<file path="config.mk">
export PLATFORM = sky130hd
export DESIGN_NAME = ima_adpcm_block_ctrl
export DESIGN_NICKNAME = d
export VERILOG_FILES = /design/src/rtl/ima_adpcm_pkg.sv /design/src/rtl/ima_adpcm_block_ctrl_nibble_packer.sv /design/src/rtl/ima_adpcm_block_ctrl.sv
export SDC_FILE = /design/constraint.sdc
export NUM_CORES = 1
export LEC_CHECK = 0
export BUFFER_PORTS_ARGS = -buffer_cell sky130_fd_sc_hd__buf_2
export CAP_MARGIN = 20
export CELL_PAD_IN_SITES_DETAIL_PLACEMENT = 1
export CELL_PAD_IN_SITES_GLOBAL_PLACEMENT = 2
export CORE_ASPECT_RATIO = 1.1
export CORE_MARGIN = 3
export CORE_UTILIZATION = 38
export DETAILED_ROUTE_END_ITERATION = 10
export GPL_ROUTABILITY_DRIVEN = 0
export PLACE_DENSITY = 0.82
export SKIP_CTS_REPAIR_TIMING = 1
export SLEW_MARGIN = 20
export SYNTH_ARGS = -nofsm -noshare
export SYNTH_HDL_FRONTEND = slang
export SYNTH_SLANG_ARGS = --single-unit
export TNS_END_PERCENT = 30
</file>
<file path="constraint.sdc">
create_clock -name clock -period 8.6 [get_ports clock]
set_clock_uncertainty 0.05 [all_clocks]
set_input_delay 1.72 -clock clock [delete_from_list [all_inputs] [get_ports clock]]
set_output_delay 1.72 -clock clock [all_outputs]
set_load 0.05 [all_outputs]
</file>
<file path="src/rtl/ima_adpcm_pkg.sv">
// Shared types and constants for the IMA ADPCM block controller.
// Provides the FSM state encoding, the header payload and the header byte mux.
package ima_adpcm_pkg;

    typedef enum logic [2:0] {
        IDLE     = 3'd0,
        HDR      = 3'd1,
        GET      = 3'd2,
        WAIT_ENC = 3'd3,
        PACK     = 3'd4,
        BLK_END  = 3'd5
    } ctrlState_t;

    localparam int unsigned HDR_BYTES          = 4;
    localparam logic [7:0]  HDR_RSVD           = 8'h00;
    localparam int unsigned IMA_MAX_STEP_INDEX = 88;
    localparam int unsigned HDR_IDX_W          = 2;
    localparam int unsigned PCM_W              = 16;
    localparam int unsigned CODE_W             = 4;
    localparam int unsigned STEP_IDX_W         = 7;
    localparam int unsigned BYTE_W             = 8;

    // Core state snapshot taken at the start of every block.
    typedef struct packed {
        logic [PCM_W-1:0]      predictor;
        logic [STEP_IDX_W-1:0] stepIndex;
    } hdr_t;

    // Header layout: predictor LSB, predictor MSB, step index, reserved.
    function automatic logic [BYTE_W-1:0] hdrByte(input hdr_t hdr, input logic [HDR_IDX_W-1:0] idx);
        logic [BYTE_W-1:0] b;
        case (idx)
            2'd0:    b = hdr.predictor[7:0];
            2'd1:    b = hdr.predictor[15:8];
            2'd2:    b = {1'b0, hdr.stepIndex};
            default: b = HDR_RSVD;
        endcase
        return b;
    endfunction

endpackage

</file>
<file path="src/rtl/ima_adpcm_block_ctrl_nibble_packer.sv">
// Nibble latch plus single-stage valid/ready output register.
// Even-indexed codes park in the low nibble; odd-indexed codes complete a byte.
module ima_adpcm_nibble_packer
    import ima_adpcm_pkg::*;
(
    input  logic                clock,
    input  logic                reset,
    input  logic                rawValid,
    input  logic [BYTE_W-1:0]   rawByte,
    input  logic                nibbleValid,
    input  logic                nibbleOdd,
    input  logic [CODE_W-1:0]   nibble,
    input  logic                outReady,
    output logic [BYTE_W-1:0]   outByte,
    output logic                outValid
);

    logic [CODE_W-1:0] lowNibble;

    // The earlier sample of each pair lands in bits [3:0].
    always_ff @(posedge clock or posedge reset) begin
        if (reset) begin
            lowNibble <= '0;
        end else if (nibbleValid && !nibbleOdd) begin
            lowNibble <= nibble;
        end
    end

    // A load wins over a clear so a same-cycle reload never drops a byte.
    always_ff @(posedge clock or posedge reset) begin
        if (reset) begin
            outByte  <= '0;
            outValid <= 1'b0;
        end else if (rawValid) begin
            outByte  <= rawByte;
            outValid <= 1'b1;
        end else if (nibbleValid && nibbleOdd) begin
            outByte  <= {nibble, lowNibble};
            outValid <= 1'b1;
        end else if (outValid && outReady) begin
            outValid <= 1'b0;
        end
    end

endmodule

</file>
<file path="src/rtl/ima_adpcm_block_ctrl.sv">
// Block framing controller for one IMA ADPCM encoder core: issues samples one at a
// time, prefixes each block with a 4-byte state header and packs codes into bytes.
module ima_adpcm_block_ctrl
    import ima_adpcm_pkg::*;
#(
    parameter int unsigned SAMPLES_PER_BLOCK = 504,
    parameter int unsigned CNT_W             = 10
) (
    input  logic                  clock,
    input  logic                  reset,
    input  logic                  enable,
    input  logic [PCM_W-1:0]      inSamp,
    input  logic                  inValid,
    output logic                  inReady,
    output logic [PCM_W-1:0]      encSamp,
    output logic                  encValid,
    input  logic                  encReady,
    input  logic [CODE_W-1:0]     encPCM,
    input  logic                  encPCMValid,
    input  logic [PCM_W-1:0]      encPredictSamp,
    input  logic [STEP_IDX_W-1:0] encStepIndex,
    output logic [BYTE_W-1:0]     outByte,
    output logic                  outValid,
    input  logic                  outReady,
    output logic                  busy,
    output logic                  blockDone,
    output logic [15:0]           blockCount
);

    localparam logic [HDR_IDX_W-1:0] HDR_LAST  = HDR_IDX_W'(HDR_BYTES - 1);
    localparam logic [CNT_W-1:0]     SAMP_LAST = CNT_W'(SAMPLES_PER_BLOCK - 1);

    ctrlState_t             state;
    ctrlState_t             nextState;
    logic [CNT_W-1:0]       sampCnt;
    logic [HDR_IDX_W-1:0]   hdrIdx;
    hdr_t                   hdrReg;
    logic [CODE_W-1:0]      pcmReg;

    logic                   hdrLoad;
    logic                   nibbleValid;
    logic                   blkFinish;
    logic                   accept;
    logic                   outXfer;
    logic                   hdrEntry;
    logic                   lastSamp;

    assign accept   = inValid && inReady;
    assign outXfer  = outValid && outReady;
    assign hdrEntry = (nextState == HDR) && (state != HDR);
    assign lastSamp = (sampCnt == SAMP_LAST);

    // State register.
    always_ff @(posedge clock or posedge reset) begin
        if (reset) begin
            state <= IDLE;
        end else begin
            state <= nextState;
        end
    end

    // Next-state logic.
    always_comb begin
        nextState = state;
        case (state)
            IDLE: begin
                if (enable && encReady) begin
                    nextState = HDR;
                end
            end
            HDR: begin
                if (outXfer && (hdrIdx == HDR_LAST)) begin
                    nextState = GET;
                end
            end
            GET: begin
                if (accept) begin
                    nextState = WAIT_ENC;
                end
            end
            WAIT_ENC: begin
                if (encPCMValid) begin
                    nextState = PACK;
                end
            end
            PACK: begin
                nextState = lastSamp ? BLK_END : GET;
            end
            BLK_END: begin
                if (!outValid) begin
                    nextState = enable ? HDR : IDLE;
                end
            end
            default: nextState = IDLE;
        endcase
    end

    // Per-state control strobes; loads only happen into an empty output register.
    always_comb begin
        inReady     = 1'b0;
        hdrLoad     = 1'b0;
        nibbleValid = 1'b0;
        blkFinish   = 1'b0;
        case (state)
            HDR:     hdrLoad     = !outValid;
            GET:     inReady     = !outValid && encReady;
            PACK:    nibbleValid = 1'b1;
            BLK_END: blkFinish   = !outValid;
            default: ;
        endcase
    end

    // Header snapshot is taken once on entry so all four bytes describe the same state.
    always_ff @(posedge clock or posedge reset) begin
        if (reset) begin
            hdrReg <= '0;
            hdrIdx <= '0;
        end else if (hdrEntry) begin
            hdrReg <= '{predictor: encPredictSamp, stepIndex: encStepIndex};
            hdrIdx <= '0;
        end else if ((state == HDR) && outXfer) begin
            hdrIdx <= hdrIdx + HDR_IDX_W'(1);
        end
    end

    // Sample issue to the core and code capture.
    always_ff @(posedge clock or posedge reset) begin
        if (reset) begin
            encSamp  <= '0;
            encValid <= 1'b0;
            pcmReg   <= '0;
        end else begin
            encValid <= accept;
            if (accept) begin
                encSamp <= inSamp;
            end
            if ((state == WAIT_ENC) && encPCMValid) begin
                pcmReg <= encPCM;
            end
        end
    end

    // Sample counter, block bookkeeping and busy flag.
    always_ff @(posedge clock or posedge reset) begin
        if (reset) begin
            sampCnt    <= '0;
            blockDone  <= 1'b0;
            blockCount <= '0;
            busy       <= 1'b0;
        end else begin
            blockDone <= blkFinish;
            busy      <= (nextState != IDLE);
            if (blkFinish) begin
                sampCnt    <= '0;
                blockCount <= blockCount + 16'd1;
            end else if (state == PACK) begin
                sampCnt <= sampCnt + CNT_W'(1);
            end
        end
    end

    ima_adpcm_nibble_packer uPacker (
        .clock       (clock),
        .reset       (reset),
        .rawValid    (hdrLoad),
        .rawByte     (hdrByte(hdrReg, hdrIdx)),
        .nibbleValid (nibbleValid),
        .nibbleOdd   (sampCnt[0]),
        .nibble      (pcmReg),
        .outReady    (outReady),
        .outByte     (outByte),
        .outValid    (outValid)
    );

endmodule

</file>
==> results of run 1 <==
==> power by group <==
part / leakage [nW] / switching, mW / internal (mW)
Clock: 0.123 / 0.143 / 0.209
Sequential: 1.18 / 0.106 / 0.571
Combinational: 1.17 / 0.406 / 0.220
Total: 2.47 / 0.655 / 0.999
==> path summary, 6_finish.rpt <==
| path | end | cells past startpoint | from | slack (ns) |
|---|---|---|---|---|
| max | inReady | 4 | encReady | 4.30 |
| min | blockCount[13] | 1 | blockCount[13] | 0.43 |
| max reg2reg | hdrReg[18] | 3 | state[0] | 6.34 |
| min reg2reg | blockCount[13] | 1 | blockCount[13] | 0.43 |
| max in group asynchronous | encSamp[9] | 3 | reset | 6.42 |
| min in group asynchronous | hdrIdx[0] | 3 | reset | 1.51 |
==> synth_stat cells (all sizes together) <==
master   number
and4bb        1
xnor2        14
nor4bb        1
and4b         1
nand2        23
nor3          5
nand3b        1
nand2b        2
mux2         48
or2           1
o21ai        10
o22ai         1
buf          12
a21oi         6
dfrtp        90
mux2i         9
ha            7
nor2b         1
clkbuf        4
nand4bb       2
nand3         6
or3b          1
nor2         24
inv           6
nor4          1
and4          4
a22o          1
nor3b         4
a222oi        7
and3          6
a22oi         1
a2111oi       1
nand4         6
and2          2
a21o          1
or3           1
xor2         10
==> kinds of logic (layout without fill, tap and decap cells) <==
family	Yosys count	after routing	synth area share, %
and+or+nand+nor	93	93	12.63
DFF	90	90	56.43
muxes	57	57	15.80
AOI/OAI and AO/OA	28	28	5.016
xor gates and xnor gates	24	24	5.266
buffers and inverters	22	117	2.664
adders and majority gates	7	7	2.194
==> per-layer routing <==
layer	global-route usage, %	wire length (um)
met1	18.48	3765
met2	27.57	4404
met3	3.622	377
met4	5.585	110
met5	0	0
==> stage by stage <==
stage | power, mW | setup WS, ns | std cells | hold slack (ns) | util, %
CTS | 1.680 | 4.298 | 556 | 0.4362 | 48.03
global route | 1.766 | 4.205 | 556 | 0.4644 | 48.03
global placement | 1.293 | 4.304 | 540 | 0.4069 | 45.47
finish | 1.654 | 4.302 | 556 | 0.4301 | 48.03
detailed placement | 1.317 | 4.308 | 540 | 0.4194 | 45.51
floorplan | 1.157 | 4.388 | 321 | 0.4070 | -
==> final cells by class <==
type                    instances  share of cell area [%]
flip-flops and latches         90                   46.74
multi-input cells             209                   33.89
repair buffers                 95                   9.997
well taps                     140                   3.635
clock buffers                  12                   3.220
clock inverters                 4                   2.025
inverters                       6                  0.4934
==> worst max-delay path: stages <==
cell	delay [ns]
buf_2	0.08
nor4bb_1	0.30
and2_1	0.17
buf_2	0.25
==> registers in the layout (all words and copies together) (netlist names) <==
name	cells
hdrReg	23
blockCount	16
encSamp	16
sampCnt	10
uPacker.outByte	8
pcmReg	4
uPacker.lowNibble	4
state	3
hdrIdx	2
blockDone	1
busy	1
encValid	1
uPacker.outValid	1
==> impl_results.md, run 1 <==
- Worst-Margin Slew: 0.8315 ns
- Multi-input logic area: 1633 um2
- CTS max path bufs: 2
- Register Area: 2252 um2
- Gr usage total: 15.49%
- Vias in the first global route: 2959
- Final #Nets: 468
- Routed len/inst: 15.57 um
- GRT overflow: 0
- Core Area: 10030 um2
- Fin Setup TNS: 0 ns
- Startpoint Class: primary input
- Clock Sinks: 90
- Placed wire-length estimate: 6332 um
- Largest cells by area after synthesis: dfrtp_1 56%, mux2_2 8.5%, mux2_1 5.1%
- Die Ht: 113.5 um
- #FFs+latches synth: 90
- Worst rel slew slack: 44.44%
- Worst Path Arrival: 2.53 ns
- Layout cell share with drive strength beyond 1: 35.10%
- Most frequent cells in the layout: 94 x buf_2, 90 x dfrtp_1, 30 x mux2_2
- DR vias: 2743
- DR vias/cell: 4.933
- Starting Density: 39.79%
- Die X: 103.7 um
- Cells after Synth: 321
- Post-Place Cell Area: 4566 um2
- Detailed Routing Iterations Pass 1: 4
- Die area: 11770 um2
- First-pass GRT wire length: 14770 um
- Final instance area: 4818 um2
- Fillers: 1101
- Initial antenna violation count: 0
- Htree depth: 3
- CP endpoint kind: output port
- Pwr dens: 343.4 nW/um2
- Most common cell after layout, fill and taps aside: buf_2
- Pleak: 2.472 nW
- Kind of critical path: in2out
- Row count: 38
- Worst path required time: 6.83 ns
- WL final: 8657 um
- Area Overhead vs Synth: 20.72%
- Top cell type's share of synthesized area: 56.43%
- Final Hold Fails: 0
- ANT cells: 0
- Post-layout min period: 4.298 ns
- # IOs: 95
- Syn Nets: 378
- Residual DRC count: 0
- Syn Area/Cell: 12.43 um2
- Synth unique cells: 43
- Largest fanout on the critical path: 2
- Seq/Total Area, Yosys: 56.43%
- Root Driver: clkbuf_8
- Warnings, synthesis: 0
- Largest net degree at the start of global routing: 91
- Unrepaired setup endpoints after global routing: false
- Slew Viols, Final: 0
- HP Class: reg2reg
- MaxCap Viol Count: 0
- Synth area leader: dfrtp_1
- Total CTS buffers: 9
- Fmax: 232.7 MHz
- Clock Latency Late Sink: 0.35 ns
- Post-Syn Area: 3991 um2
- Status: completed
- Starting DRT DRC Count: 100
- Setup-failing EPs final: 0
- Port bufs: 94
- DRT antenna net count: 0
- Clock-pin transition on the worst setup and hold timing paths: 0.08 ns
- Fin crit share: 49.97%
- TritonCTS clock tree: done
- VDD IR max: 0.1626 mV
(Power assumes the default switching activity.)
==> run 2: changes to the inputs <==
--- a/config.mk
+++ b/config.mk
@@ -11,10 +11,10 @@
 export CELL_PAD_IN_SITES_GLOBAL_PLACEMENT = 2
 export CORE_ASPECT_RATIO = 1.1
 export CORE_MARGIN = 3
-export CORE_UTILIZATION = 38
+export CORE_UTILIZATION = 35
 export DETAILED_ROUTE_END_ITERATION = 10
 export GPL_ROUTABILITY_DRIVEN = 0
-export PLACE_DENSITY = 0.82
+export PLACE_DENSITY = 0.76
 export SKIP_CTS_REPAIR_TIMING = 1
 export SLEW_MARGIN = 20
 export SYNTH_ARGS = -nofsm -noshare
==> constraint.sdc (replaced) <==
create_clock -name clock -period 4.4 [get_ports clock]
set_clock_uncertainty 0.05 [all_clocks]
set_input_delay 0.88 -clock clock [delete_from_list [all_inputs] [get_ports clock]]
set_output_delay 0.88 -clock clock [all_outputs]
set_load 0.05 [all_outputs]
==> run 2 against run 1 <==
Effect of this change:
- global-route usage is 0.67 points lower
- worst hold slack lost 0.014 ns
- sequential share of layout area decreased by 0.46 points
- flip-flop and latch count did not move
- power up 98%
- clock power increased by 110%
- register-to-register slack lost 4.2 ns
- critical path type unchanged
- largest power group unchanged
==> impl_results.md, run 2 (synthesis gave the netlist of run 1 again) <==
- Kind of critical path: in2out
- VDD IR max: 0.2344 mV (+44%)
- Worst path required time: 3.47 ns (-3.36 ns)
- ANT cells: 0 (unchanged)
- DR vias: 2798 (+2.0%)
- Die area: 12720 um2 (+8.1%)
- Crit path top cell by count: buf_2
- Port bufs: 94 (unchanged)
- Slowest-stage cell, CP: nor4bb_1
- Root Driver: clkbuf_16
- Startpoint Class: primary input
- TritonCTS clock tree: done
- Gr usage total: 14.81% (-0.67 points)
- Pwr dens: 674.6 nW/um2 (+96%)
- Final instance area: 4866 um2 (+0.99%)
- Fin Setup TNS: 0 ns (unchanged)
- Die X: 107.8 um (+4.0%)
- Initial antenna violation count: 0 (unchanged)
- Post-layout min period: 2.639 ns
- Post-place setup slack: 1.708 ns (-2.599 ns)
- Routed len/inst: 15.65 um (+0.51%)
- Slew Viols, Final: 0 (unchanged)
- Layout cell share with drive strength beyond 1: 35.49% (+0.40 points)
- FF-to-FF Start: state[1]
- Area Overhead vs Synth: 21.91%
- GRT overflow: 0 (unchanged)
- Largest fanout on the critical path: 2 (unchanged)
- Most frequent cells in the layout: 94 x buf_2, 90 x dfrtp_1, 30 x mux2_2
- Setup-failing EPs final: 0 (unchanged)
- Detailed Routing Iterations Pass 1: 4 (unchanged)
- Total CTS buffers: 9 (unchanged)
- Residual DRC count: 0 (unchanged)
- MaxCap Viol Count: 0 (unchanged)
- DR vias/cell: 4.961 (+0.56%)
- Clock-pin transition on the worst setup and hold timing paths: 0.07 ns (about the same)
- Worst Setup EP: inReady
- Reg-to-Reg End: encSamp[12]
- Unrepaired setup endpoints after global routing: false
- Vias in the first global route: 3065 (+3.6%)
- Fin util: 44.19% (-3.8 points)
- # IOs: 95 (unchanged)
- Die Ht: 118 um (+4.0%)
- Core Area: 11010 um2 (+9.8%)
- CTS max path bufs: 2 (unchanged)
- Final #Nets: 469 (+0.21%)
- Largest registers: hdrReg: 23 flops, blockCount: 16 flops, encSamp: 16 flops
- Largest net degree at the start of global routing: 55 (-40%)
- Clock Sinks: 90 (unchanged)
- Final Hold Fails: 0 (unchanged)
- Worst Path Arrival: 1.71 ns (-0.82 ns)
- Top reg by flops: hdrReg
- Fmax: 378.9 MHz
- Post-Place Cell Area: 4578 um2 (+0.27%)
- Most common cell after layout, fill and taps aside: buf_2
- R2R depth: 3 (unchanged)
- CP peak stage delay: 0.32 ns (+0.02 ns)
- Worst Setup SP: encReady
- Worst-Margin Slew: 0.8704 ns (+0.03892 ns)
- First-pass GRT wire length: 15040 um (+1.9%)
- Fin crit share: 59.98%
- WL final: 8826 um (+2.0%)
- Clock Latency Late Sink: 0.34 ns (about the same)
- Worst rel slew slack: 41.97% (-2.5 points)
- DRT antenna net count: 0 (unchanged)
- Htree depth: 3 (unchanged)
- Pleak: 2.490 nW (+0.72%)
- Row count: 40 (+5.3%)
- HP Class: reg2reg
- Starting Density: 36.25% (-3.5 points)
- Status: completed
- Placed wire-length estimate: 6516 um (+2.9%)
- CP cell instances: buf_2 > nor4bb_1 > and2_1 > buf_2
- Worst setup margin: 1.761 ns (-2.541 ns)
- CP endpoint kind: output port
- Max reg flops: 23 (unchanged)
- Starting DRT DRC Count: 151 (+51%)
- Worst reg2reg setup slack: 2.10 ns (-4.24 ns)
[run 2: cell types whose count changed in the layout (fill, tap and decap cells not counted)]
cell,previous run,this run
buf_4,0,2
buf_6,1,0
bufinv_16,3,0
clkbuf_1,1,0
clkbuf_16,0,9
clkbuf_8,11,1
clkinv_2,1,2
clkinv_4,0,1
clkinvlp_4,1,2
inv_6,0,1
inv_8,0,1
[run 2: worst min path at each step]
stage / start / endpoint / cells after the start
2_1_floorplan: hdrReg[0] / hdrReg[0] / 1
3_3_place_gp: blockCount[15] / blockCount[15] / 1
3_5_place_dp: blockCount[15] / blockCount[15] / 1
4_1_cts: blockCount[15] / blockCount[15] / 1
5_1_grt: blockCount[15] / blockCount[15] / 1
6_report: blockCount[15] / blockCount[15] / 1
[run 2: stage by stage]
stage / power (mW) / hold slack [ns] / std cells
6_report: 3.282 / 0.4158 / 564
5_1_grt: 3.504 / 0.4528 / 564
4_1_cts: 3.333 / 0.4244 / 564
3_5_place_dp: 2.584 / 0.4112 / 548
3_3_place_gp: 2.539 / 0.4094 / 548
2_1_floorplan: 2.262 / 0.4070 / 321
[run 2: final cells by class]
class / instances / area (um2)
clock buffer: 10 / 239.0
clock inverter: 6 / 48.80
fill: 1236 / 6145
inverter: 6 / 23.77
multi-input combinational: 209 / 1633
sequential: 90 / 2252
tap: 147 / 183.9
timing repair buffer: 96 / 485.5
[run 2: power breakdown]
part / switching [mW] / total [mW] / internal, mW
registers: 0.214 / 1.33 / 1.12
clock network: 0.330 / 0.734 / 0.404
logic: 0.788 / 1.22 / 0.429
total: 1.33 / 3.28 / 1.95
[run 2: layer usage]
layer	GRT usage [%]	wire (um)	vias to the layer above
li1	-	-	1313
met1	17.61	3698	1406
met2	25.16	4451	67
met3	4.334	547	12
met4	5.446	130	0
met5	0	0	-
[run 2: worst max-delay path, delay by kind of cell]
kind	cells	cell delay [ns]
buffers and inverters	2	0.34
and+or+nand+nor	2	0.49
==> run 3: changes to the inputs <==
==> constraint.sdc (replaced) <==
create_clock -name clock -period 2.6 [get_ports clock]
set_clock_uncertainty 0.05 [all_clocks]
set_input_delay 0.52 -clock clock [delete_from_list [all_inputs] [get_ports clock]]
set_output_delay 0.52 -clock clock [all_outputs]
set_load 0.05 [all_outputs]
==> run 3 against run 2 <==
Effect of this change:
- critical path depth decreased by 1
- first-iteration DRC count shrank 12%
- worst setup slack worse by 1.4 ns
- largest cell class unchanged
- combinational power increased by 71%
- cell area up 2.5%
- clock-buffer cell count is 1 lower
- register-to-register slack got worse by 1.5 ns
- critical path type is now reg2out
- clock power grew 100%
==> impl_results.md, run 3 (synthesis gave the netlist of run 1 again) <==
- Status: completed
- Residual DRC count: 0 (unchanged)
- DRT antenna net count: 0 (unchanged)
- Largest registers: hdrReg: 23 flops, blockCount: 16 flops, encSamp: 16 flops
- Fmax: 446.4 MHz
- Post-layout min period: 2.240 ns
- DR vias/cell: 4.857 (-2.1%)
- Pwr dens: 1169 nW/um2 (+73%)
- Clock Latency Late Sink: 0.33 ns (about the same)
- DR vias: 2759 (-1.4%)
- Total CTS buffers: 9 (unchanged)
- Largest fanout on the critical path: 14 (+12)
- Starting Density: 36.25% (unchanged)
- Clock-pin transition on the worst setup and hold timing paths: 0.07 ns (about the same)
- Row count: 40 (unchanged)
- Fin crit share: 86.16%
- Largest net degree at the start of global routing: 34 (-38%)
- Fin Setup TNS: 0 ns (unchanged)
- Root Driver: clkbuf_16
- WL final: 8930 um (+1.2%)
- Worst Setup SP: state[1]
- Routed len/inst: 15.72 um (+0.47%)
- Reg-to-Reg End: hdrReg[18]
- Core Area: 11010 um2 (unchanged)
- CP endpoint kind: output port
- Max reg flops: 23 (unchanged)
- Kind of critical path: reg2out
- Clock Sinks: 90 (unchanged)
- ANT cells: 0 (unchanged)
- Most frequent cells in the layout: 94 x buf_2, 90 x dfrtp_1, 30 x mux2_2
- Worst Path Arrival: 1.67 ns (-0.04 ns)
- Unrepaired setup endpoints after global routing: false
- Worst rel slew slack: 51.80% (+9.8 points)
- VDD IR max: 0.4393 mV (+87%)
- Gr usage total: 15.06% (+0.25 points)
- MaxCap Viol Count: 0 (unchanged)
- Die X: 107.8 um (unchanged)
- Worst setup margin: 0.3597 ns (-1.401 ns)
- Vias in the first global route: 2895 (-5.5%)
- Worst reg2reg setup slack: 0.58 ns (-1.52 ns)
- First-pass GRT wire length: 15160 um (+0.78%)
- HP Class: in2async
- Layout cell share with drive strength beyond 1: 36.10% (+0.61 points)
- TritonCTS clock tree: done
- Starting DRT DRC Count: 133 (-12%)
- Slowest-stage cell, CP: dfrtp_1
- Post-place setup slack: 0.5480 ns (-1.160 ns)
- GRT overflow: 0 (unchanged)
- Worst-Margin Slew: 0.7215 ns (-0.1490 ns)
- Startpoint Class: flop
- Slew Viols, Final: 0 (unchanged)
- Final #Nets: 473 (+0.85%)
- Die area: 12720 um2 (unchanged)
- Setup-failing EPs final: 0 (unchanged)
- Pleak: 2.547 nW (+2.3%)
- Initial antenna violation count: 0 (unchanged)
- Final Hold Fails: 0 (unchanged)
- Port bufs: 94 (unchanged)
- Detailed Routing Iterations Pass 1: 4 (unchanged)
- CP peak stage delay: 0.58 ns (+0.26 ns)
- Fin util: 45.30% (+1.1 points)
- Top reg by flops: hdrReg
- FF-to-FF Start: state[0]
- CP cell instances: nor4bb_1 > and2_1 > buf_2
- Htree depth: 3 (unchanged)
- Worst path required time: 2.03 ns (-1.44 ns)
- R2R depth: 4 (+1)
- Design Power: 5.828 mW (+78%)
- Placed wire-length estimate: 6659 um (+2.2%)
- Die Ht: 118 um (unchanged)
- # IOs: 95 (unchanged)
- Most common cell after layout, fill and taps aside: buf_2
- CTS max path bufs: 2 (unchanged)
- Area Overhead vs Synth: 24.95%
## run 3: cell count changes in the layout (fill, tap and decap cells not counted)
cell	previous run	this run
bufinv_16	0	3
buf_12	0	2
buf_4	2	4
clkinv_2	2	0
clkbuf_8	1	0
clkinv_4	1	2
inv_6	1	0
## run 3: power breakdown
group / internal (mW) / switching [mW]
Sequential: 1.89 / 0.345
Clock: 0.949 / 0.553
Combinational: 0.737 / 1.35
## run 3: per-layer routing
layer	part of all wire [%]	up-vias	track usage, %
met5	0	-	0
met4	1.9	0	5.841
met3	4.5	12	3.127
met2	50	59	24.57
met1	43	1367	19.50
li1	-	1321	-
## run 3: critical path: cells and delay by family, from the launching register on
kind                   cells  cell delay (ns)
buffers and inverters      1             0.25
AND/OR/NAND/NOR            2             0.50
flip-flops                 1             0.58
## run 3: stage by stage
| stage | cell area, um2 | instances | hold WS, ns |
|---|---|---|---|
| after floorplan | 3995 | 321 | 0.4070 |
| after global placement | 4636 | 552 | 0.4079 |
| after detailed placement | 4636 | 552 | 0.4121 |
| after CTS | 4987 | 568 | 0.2572 |
| after global routing | 4987 | 568 | 0.2925 |
| final | 4987 | 568 | 0.2519 |
## run 3: layout make-up
type                            count  area, um2
Clock buffer                        9      225.2
Clock inverter                      7      126.4
Fill cell                        1191       6023
Inverter                            6      26.28
Multi-Input combinational cell    209       1633
Sequential cell                    90       2252
Tap cell                          147      183.9
Timing Repair Buffer              100      540.5
## run 3: how the worst max path moves through the flow
stage	endpoint	slack, ns	depth (start not counted)
3_5_place_dp	hdrReg[18]	0.55	5
6_report	inReady	0.36	3
5_1_grt	inReady	0.19	3
3_3_place_gp	hdrReg[20]	0.58	5
2_1_floorplan	hdrReg[10]	0.76	4
4_1_cts	inReady	0.33	3
